--- src/rtl/traffic_lamp_guard_if.sv ---
// traffic_lamp_guard_if: controller lamp requests in, guarded lamp drive and fault status out
interface traffic_lamp_guard_if;
    logic       red1_in, yellow1_in, green1_in, red2_in, yellow2_in, green2_in;
    logic       lamp_red1, lamp_yellow1, lamp_green1, lamp_red2, lamp_yellow2, lamp_green2;
    logic       fault;
    logic [2:0] fault_code;
    modport master (
        output red1_in, yellow1_in, green1_in, red2_in, yellow2_in, green2_in,
        input  lamp_red1, lamp_yellow1, lamp_green1, lamp_red2, lamp_yellow2, lamp_green2, fault, fault_code
    );
    modport slave (
        input  red1_in, yellow1_in, green1_in, red2_in, yellow2_in, green2_in,
        output lamp_red1, lamp_yellow1, lamp_green1, lamp_red2, lamp_yellow2, lamp_green2, fault, fault_code
    );
endinterface

--- src/rtl/traffic_lamp_guard.sv ---
// traffic_lamp_guard: registers controller lamp signals and latches a flashing-yellow fail-safe on unsafe patterns
module traffic_lamp_guard #(
    parameter int unsigned STARTUP_CYCLES      = 50_000_000,
    parameter int unsigned FAULT_FILTER_CYCLES = 4,
    parameter int unsigned WATCHDOG_CYCLES     = 1_600_000_000,
    parameter int unsigned BLINK_HALF_CYCLES   = 25_000_000
) (
    input logic                  clk,
    input logic                  rst,
    traffic_lamp_guard_if.slave  bus
);
    typedef enum logic [1:0] {STARTUP, PASS, FLASH} state_t;
    localparam logic [5:0] ALL_RED = 6'b100_100;
    state_t      r_state;
    logic [31:0] r_tmr, r_bad_cnt, r_wd_cnt;
    logic [5:0]  r_lamp, r_prev_in;
    logic [2:0]  r_prev1, r_prev2, r_code;
    logic        r_pv1, r_pv2, r_fault;
    logic [5:0]  w_in;
    logic [2:0]  w_s1, w_s2, w_code;
    logic        w_v1, w_v2, w_conf, w_bad, w_bad_flt, w_ill, w_chg, w_wd_flt, w_tog;
    // Each side is packed {red, yellow, green}; legal progression G->Y->R->G is a left rotate
    assign w_in      = {bus.red1_in, bus.yellow1_in, bus.green1_in, bus.red2_in, bus.yellow2_in, bus.green2_in};
    assign w_s1      = w_in[5:3];
    assign w_s2      = w_in[2:0];
    assign w_v1      = $onehot(w_s1);
    assign w_v2      = $onehot(w_s2);
    assign w_conf    = (|w_s1[1:0]) & (|w_s2[1:0]);
    assign w_bad     = w_conf | !(w_v1 && w_v2);
    assign w_bad_flt = w_bad && (r_bad_cnt >= FAULT_FILTER_CYCLES - 32'd1);
    assign w_ill     = (w_v1 && r_pv1 && !(w_s1 == r_prev1 || w_s1 == {r_prev1[1:0], r_prev1[2]}))
                     | (w_v2 && r_pv2 && !(w_s2 == r_prev2 || w_s2 == {r_prev2[1:0], r_prev2[2]}));
    assign w_chg     = w_in != r_prev_in;
    assign w_wd_flt  = !w_chg && (r_wd_cnt >= WATCHDOG_CYCLES - 32'd1);
    assign w_tog     = r_tmr >= BLINK_HALF_CYCLES - 32'd1;
    assign w_code    = (w_bad_flt && w_conf) ? 3'b001 : w_ill ? 3'b011 : w_bad_flt ? 3'b010 : w_wd_flt ? 3'b100 : 3'b000;
    always_ff @(posedge clk or posedge rst) begin
        if (rst) begin
            r_state   <= STARTUP;
            r_tmr     <= '0;
            r_bad_cnt <= '0;
            r_wd_cnt  <= '0;
            r_lamp    <= ALL_RED;
            r_prev_in <= '0;
            r_prev1   <= '0;
            r_prev2   <= '0;
            r_pv1     <= 1'b0;
            r_pv2     <= 1'b0;
            r_fault   <= 1'b0;
            r_code    <= 3'b000;
        end else begin
            r_prev_in <= w_in;
            if (w_v1) begin
                r_prev1 <= w_s1;
                r_pv1   <= 1'b1;
            end
            if (w_v2) begin
                r_prev2 <= w_s2;
                r_pv2   <= 1'b1;
            end
            if (r_state == STARTUP) begin
                r_lamp   <= ALL_RED;
                r_wd_cnt <= '0;
                r_tmr    <= (r_tmr >= STARTUP_CYCLES - 32'd1) ? '0 : r_tmr + 32'd1;
                if (r_tmr >= STARTUP_CYCLES - 32'd1) r_state <= PASS;
            end else if (r_state == PASS) begin
                r_bad_cnt <= w_bad ? r_bad_cnt + 32'd1 : '0;
                r_wd_cnt  <= w_chg ? '0 : r_wd_cnt + 32'd1;
                r_lamp    <= (|w_code) ? 6'b010_010 : w_in;
                if (|w_code) begin
                    r_state <= FLASH;
                    r_fault <= 1'b1;
                    r_code  <= w_code;
                    r_tmr   <= '0;
                end
            end else begin
                // Blink phase lives in the yellow lamp registers themselves
                r_tmr  <= w_tog ? '0 : r_tmr + 32'd1;
                r_lamp <= {1'b0, r_lamp[4] ^ w_tog, 2'b00, r_lamp[4] ^ w_tog, 1'b0};
            end
        end
    end
    assign {bus.lamp_red1, bus.lamp_yellow1, bus.lamp_green1, bus.lamp_red2, bus.lamp_yellow2, bus.lamp_green2} = r_lamp;
    assign bus.fault      = r_fault;
    assign bus.fault_code = r_code;
endmodule
--- src/flat_wrapper.sv ---
// flat-port wrapper written by rule: the top's interface ports become plain ports
module traffic_lamp_guard_flat 
#(
    parameter int unsigned STARTUP_CYCLES      = 50_000_000,
    parameter int unsigned FAULT_FILTER_CYCLES = 4,
    parameter int unsigned WATCHDOG_CYCLES     = 1_600_000_000,
    parameter int unsigned BLINK_HALF_CYCLES   = 25_000_000
)
  (clk, rst, bus_red1_in, bus_yellow1_in, bus_green1_in, bus_red2_in, bus_yellow2_in, bus_green2_in, bus_lamp_red1, bus_lamp_yellow1, bus_lamp_green1, bus_lamp_red2, bus_lamp_yellow2, bus_lamp_green2, bus_fault, bus_fault_code);
  traffic_lamp_guard_if bus_i ();
  input logic clk;
  input logic rst;
  input wire logic [$bits(bus_i.red1_in)-1:0] bus_red1_in;
  input wire logic [$bits(bus_i.yellow1_in)-1:0] bus_yellow1_in;
  input wire logic [$bits(bus_i.green1_in)-1:0] bus_green1_in;
  input wire logic [$bits(bus_i.red2_in)-1:0] bus_red2_in;
  input wire logic [$bits(bus_i.yellow2_in)-1:0] bus_yellow2_in;
  input wire logic [$bits(bus_i.green2_in)-1:0] bus_green2_in;
  output wire logic [$bits(bus_i.lamp_red1)-1:0] bus_lamp_red1;
  output wire logic [$bits(bus_i.lamp_yellow1)-1:0] bus_lamp_yellow1;
  output wire logic [$bits(bus_i.lamp_green1)-1:0] bus_lamp_green1;
  output wire logic [$bits(bus_i.lamp_red2)-1:0] bus_lamp_red2;
  output wire logic [$bits(bus_i.lamp_yellow2)-1:0] bus_lamp_yellow2;
  output wire logic [$bits(bus_i.lamp_green2)-1:0] bus_lamp_green2;
  output wire logic [$bits(bus_i.fault)-1:0] bus_fault;
  output wire logic [$bits(bus_i.fault_code)-1:0] bus_fault_code;
  assign bus_i.red1_in = bus_red1_in;
  assign bus_i.yellow1_in = bus_yellow1_in;
  assign bus_i.green1_in = bus_green1_in;
  assign bus_i.red2_in = bus_red2_in;
  assign bus_i.yellow2_in = bus_yellow2_in;
  assign bus_i.green2_in = bus_green2_in;
  assign bus_lamp_red1 = bus_i.lamp_red1;
  assign bus_lamp_yellow1 = bus_i.lamp_yellow1;
  assign bus_lamp_green1 = bus_i.lamp_green1;
  assign bus_lamp_red2 = bus_i.lamp_red2;
  assign bus_lamp_yellow2 = bus_i.lamp_yellow2;
  assign bus_lamp_green2 = bus_i.lamp_green2;
  assign bus_fault = bus_i.fault;
  assign bus_fault_code = bus_i.fault_code;
  traffic_lamp_guard #(.STARTUP_CYCLES(STARTUP_CYCLES), .FAULT_FILTER_CYCLES(FAULT_FILTER_CYCLES), .WATCHDOG_CYCLES(WATCHDOG_CYCLES), .BLINK_HALF_CYCLES(BLINK_HALF_CYCLES)) u_core (.clk(clk), .rst(rst), .bus(bus_i));
endmodule
--- config.mk ---
export PLATFORM = sky130hd
export DESIGN_NAME = traffic_lamp_guard_flat
export DESIGN_NICKNAME = d
export VERILOG_FILES = /design/src/rtl/traffic_lamp_guard_if.sv /design/src/rtl/traffic_lamp_guard.sv /design/src/flat_wrapper.sv
export SDC_FILE = /design/constraint.sdc
export NUM_CORES = 1
export LEC_CHECK = 0
export BUFFER_PORTS_ARGS = -buffer_cell sky130_fd_sc_hd__buf_4
export CAP_MARGIN = 20
export CORE_MARGIN = 4
export CORE_UTILIZATION = 67
export CTS_CLUSTER_DIAMETER = 200
export DETAILED_ROUTE_END_ITERATION = 6
export PLACE_DENSITY = 0.95
export SYNTH_ARGS = -nofsm -noshare
export SYNTH_HDL_FRONTEND = slang
export SYNTH_SLANG_ARGS = --single-unit
--- constraint.sdc ---
create_clock -name clk -period 12.1 [get_ports clk]
set_input_delay 3.63 -clock clk [delete_from_list [all_inputs] [get_ports clk]]
set_output_delay 3.63 -clock clk [all_outputs]
set_load 0.03 [all_outputs]
==> results.yml <==
run_status:
  status: "completed"
pwr:
  p_leak_nw: 3.02
  ir_drop_mv: 0.112
  total_power_mw: 1.14
  powerDensity_nw_per_um2: 157
timing:
  period_needed_ns: 6.02
  final-hold-violation-count: 0
  fin_tns_setup_ns: 0
  worst_slack_ns: 6.08
  finalSetupViolations: 0
  skew_ns: 0.00996
  maxSlewViolCount: 0
  holdWs_ns: 0.488
  rsz0062_at_grt: "no"
  worstMarginPinSlew_ns: 0.972
  fin_crit_sh_pct: 49.7
  max_freq_mhz: 166
  slew-limit-headroom_pct: 35.2
logic_synthesis:
  netlist_area_um2: 6380
  seq_area_frac_synth_pct: 47.9
  yosysWarnings: 0
  yosysTopAreaCellShare_pct: 47.0
  async_flop_share_pct: 100
  synth_top_flop_cell: "dfrtp_1"
  synthTopCellsByCount: "dfrtp_1, nand2_1, nor2_1"
  synth.most_common_cell: "dfrtp_1"
  synth_fp_nets: 719
  synth_top_cell_by_area: "dfrtp_1"
  syn_inst: 706
  synth_seq_cells: 122
  syn_avg_cell_area_um2: 9.04
  synth-edff-count: 0
  synth_cell_types: 56
  synth_area_leaders: "dfrtp_1, nand2_1, nor2_1"
clock_network:
  numCtsBuffers: 17
  cts_hold_buf: 0
  clk_pin_slew_ns: 0.06
  cts_setup_buffers: 0
  cts.repair.resized: 0
  insertion_delay_ns: 0.53
  cts-root-buf: "clkbuf_8"
  cts_tree: "yes"
  htreeDepth: 4
  cts.sinks: 122
  clk_path_buf_depth: 2
global_routing:
  grt_pass1_vias: 5740
  grt_max_degree: 77
  antenna_found_initial: 0
  grt_usage_pct: 31.3
  grt_overflow_total: 0
  grt_pass1_wl_um: 27900
drt:
  avgRoutedWirePerCell_um: 19.7
  routed_wl_um: 16800
  first_pass_iters: 6
  avgViaCountPerCell: 6.93
  vias: 5929
  drtIter0Drc: 711
  antenna_left: 0
  drc_errors: 0
final_layout:
  nFillCells: 530
  n_antenna_cell: 0
  finalInstanceArea_um2: 7230
  syn2layout_area_growth_pct: 13.3
  finalNetCount: 726
  final_util_pct: 78.2
  multiInputGateArea_um2: 3130
  regArea_um2: 3060
  drive_gt1_share_pct: 10.7
  final_cells: 855
floorplanning:
  start_util_pct: 69.1
  dieArea_um2: 11200
  core_um2: 9240
  io_pins: 18
  die_x_um: 106
  placementRows: 35
  die_h_um: 106
min_path:
  min_delay_path_depth: 1
  hp-class: "reg2reg"
  whs_endpoint: "u_core.r_wd_cnt[28]$_DFFE_PP0P_"
  hp-start: "u_core.r_wd_cnt[28]$_DFFE_PP0P_"
placed_design:
  place_hpwl_um: 9990
  dpl_cell_area_um2: 6600
  routabilityCongestion: 0.860
  io_buffers: 17
  dpl_worst_slack_ns: 5.75
  placed_cells: 823
worst_setup_path:
  cp-startpoint: "bus_green1_in"
  path_cells: "buf_4 -> inv_1 -> fa_1 -> nor2b_1 -> and3_1 -> o211ai_1 -> nor2_1 -> nand2_1 -> a31oi_1"
  cp_slowest_cell: "fa_1"
  rrSetupSlack_ns: 8.81
  cp.arrival_ns: 6.45
  cpLargestDelayFamily: "simple AND/OR/NAND/NOR gates"
  worstRegToRegCells: 8
  cp_num_buf_inv: 2
  critPathKind: "in2reg"
  start_kind: "input port"
  slowest_delay_ns: 0.48
  worstSetupEndpointType: "flip-flop"
  cp_max_fo: 17
  r2r_end: "u_core.r_tmr[28]$_DFFE_PP0P_"
  cp.required_ns: 12.53
  reg2reg_from: "u_core.r_tmr[0]$_DFFE_PP0P_"
flow_run:
  cap_violations: 0
[flip-flops by register name (all words and copies together), names as in the netlist]
name,count
u_core.r_lamp,6
u_core.r_tmr,32
u_core.bus.fault,1
u_core.bus.fault_code,3
u_core.r_prev_in,6
u_core.r_bad_cnt,32
u_core.r_prev1,3
u_core.r_pv2,1
u_core.r_wd_cnt,32
u_core.r_prev2,3
u_core.r_pv1,1
u_core.r_state,2
[metal layers]
layer	GRT usage [%]	up-vias	wire length, um
met5	0	-	0
met4	14.1	0	797
met3	7.35	106	1520
met2	51.0	426	8220
met1	40.0	2827	6300
li1	-	2570	-
[power by group]
group          leakage [nW]  switching (mW)  internal, mW
Clock                 0.297           0.201         0.341
Combinational          1.25          0.0654        0.0503
Sequential             1.48          0.0397         0.438
Total                  3.02           0.306         0.830
[cells in the final DEF (no fill, tap or decap), drive strengths merged, types with 12 or more instances in the layout]
| master | n |
|---|---|
| a31oi | 23 |
| buf | 24 |
| nand3 | 37 |
| xor2 | 19 |
| and3 | 16 |
| nand2 | 75 |
| inv | 20 |
| clkbuf | 18 |
| o31ai | 13 |
| nor2 | 68 |
| o21ai | 67 |
| nor3 | 12 |
| xnor2 | 22 |
| dfrtp | 120 |
| nor4 | 16 |
| a21oi | 35 |
| nand4 | 24 |
[final cells by class]
class	count	area share (%)
well taps	129	2.23
clock buffers	18	5.92
clock inverters	14	2.72
repair buffers	24	2.60
multi-input cells	529	43.2
inverters	19	1.02
flip-flops and latches	122	42.3
[cells by family after synthesis]
kind of cell / count (synthesis) / synth area share [%]
adders and majority gates: 5 / 1.22
buffers and inverters: 55 / 3.33
muxes: 9 / 1.53
and+or+nand+nor: 298 / 23.6
AOI/OAI and AO/OA: 176 / 16.8
xor gates and xnor gates: 41 / 5.63
DFF: 122 / 47.9
[how the worst max path moves through the flow]
stage | end | slack (ns) | cells past startpoint
floorplan | u_core.bus.fault$_DFFE_PP0P_ | 5.23 | 1
global placement | u_core.r_tmr[29]$_DFFE_PP0P_ | 5.89 | 10
detailed placement | u_core.r_tmr[29]$_DFFE_PP0P_ | 5.75 | 10
CTS | u_core.r_tmr[14]$_DFFE_PP0P_ | 6.18 | 9
global route | u_core.r_tmr[14]$_DFFE_PP0P_ | 5.90 | 9
finish | u_core.r_tmr[14]$_DFFE_PP0P_ | 6.08 | 9
Note: power is estimated with default switching activity, not from simulation.
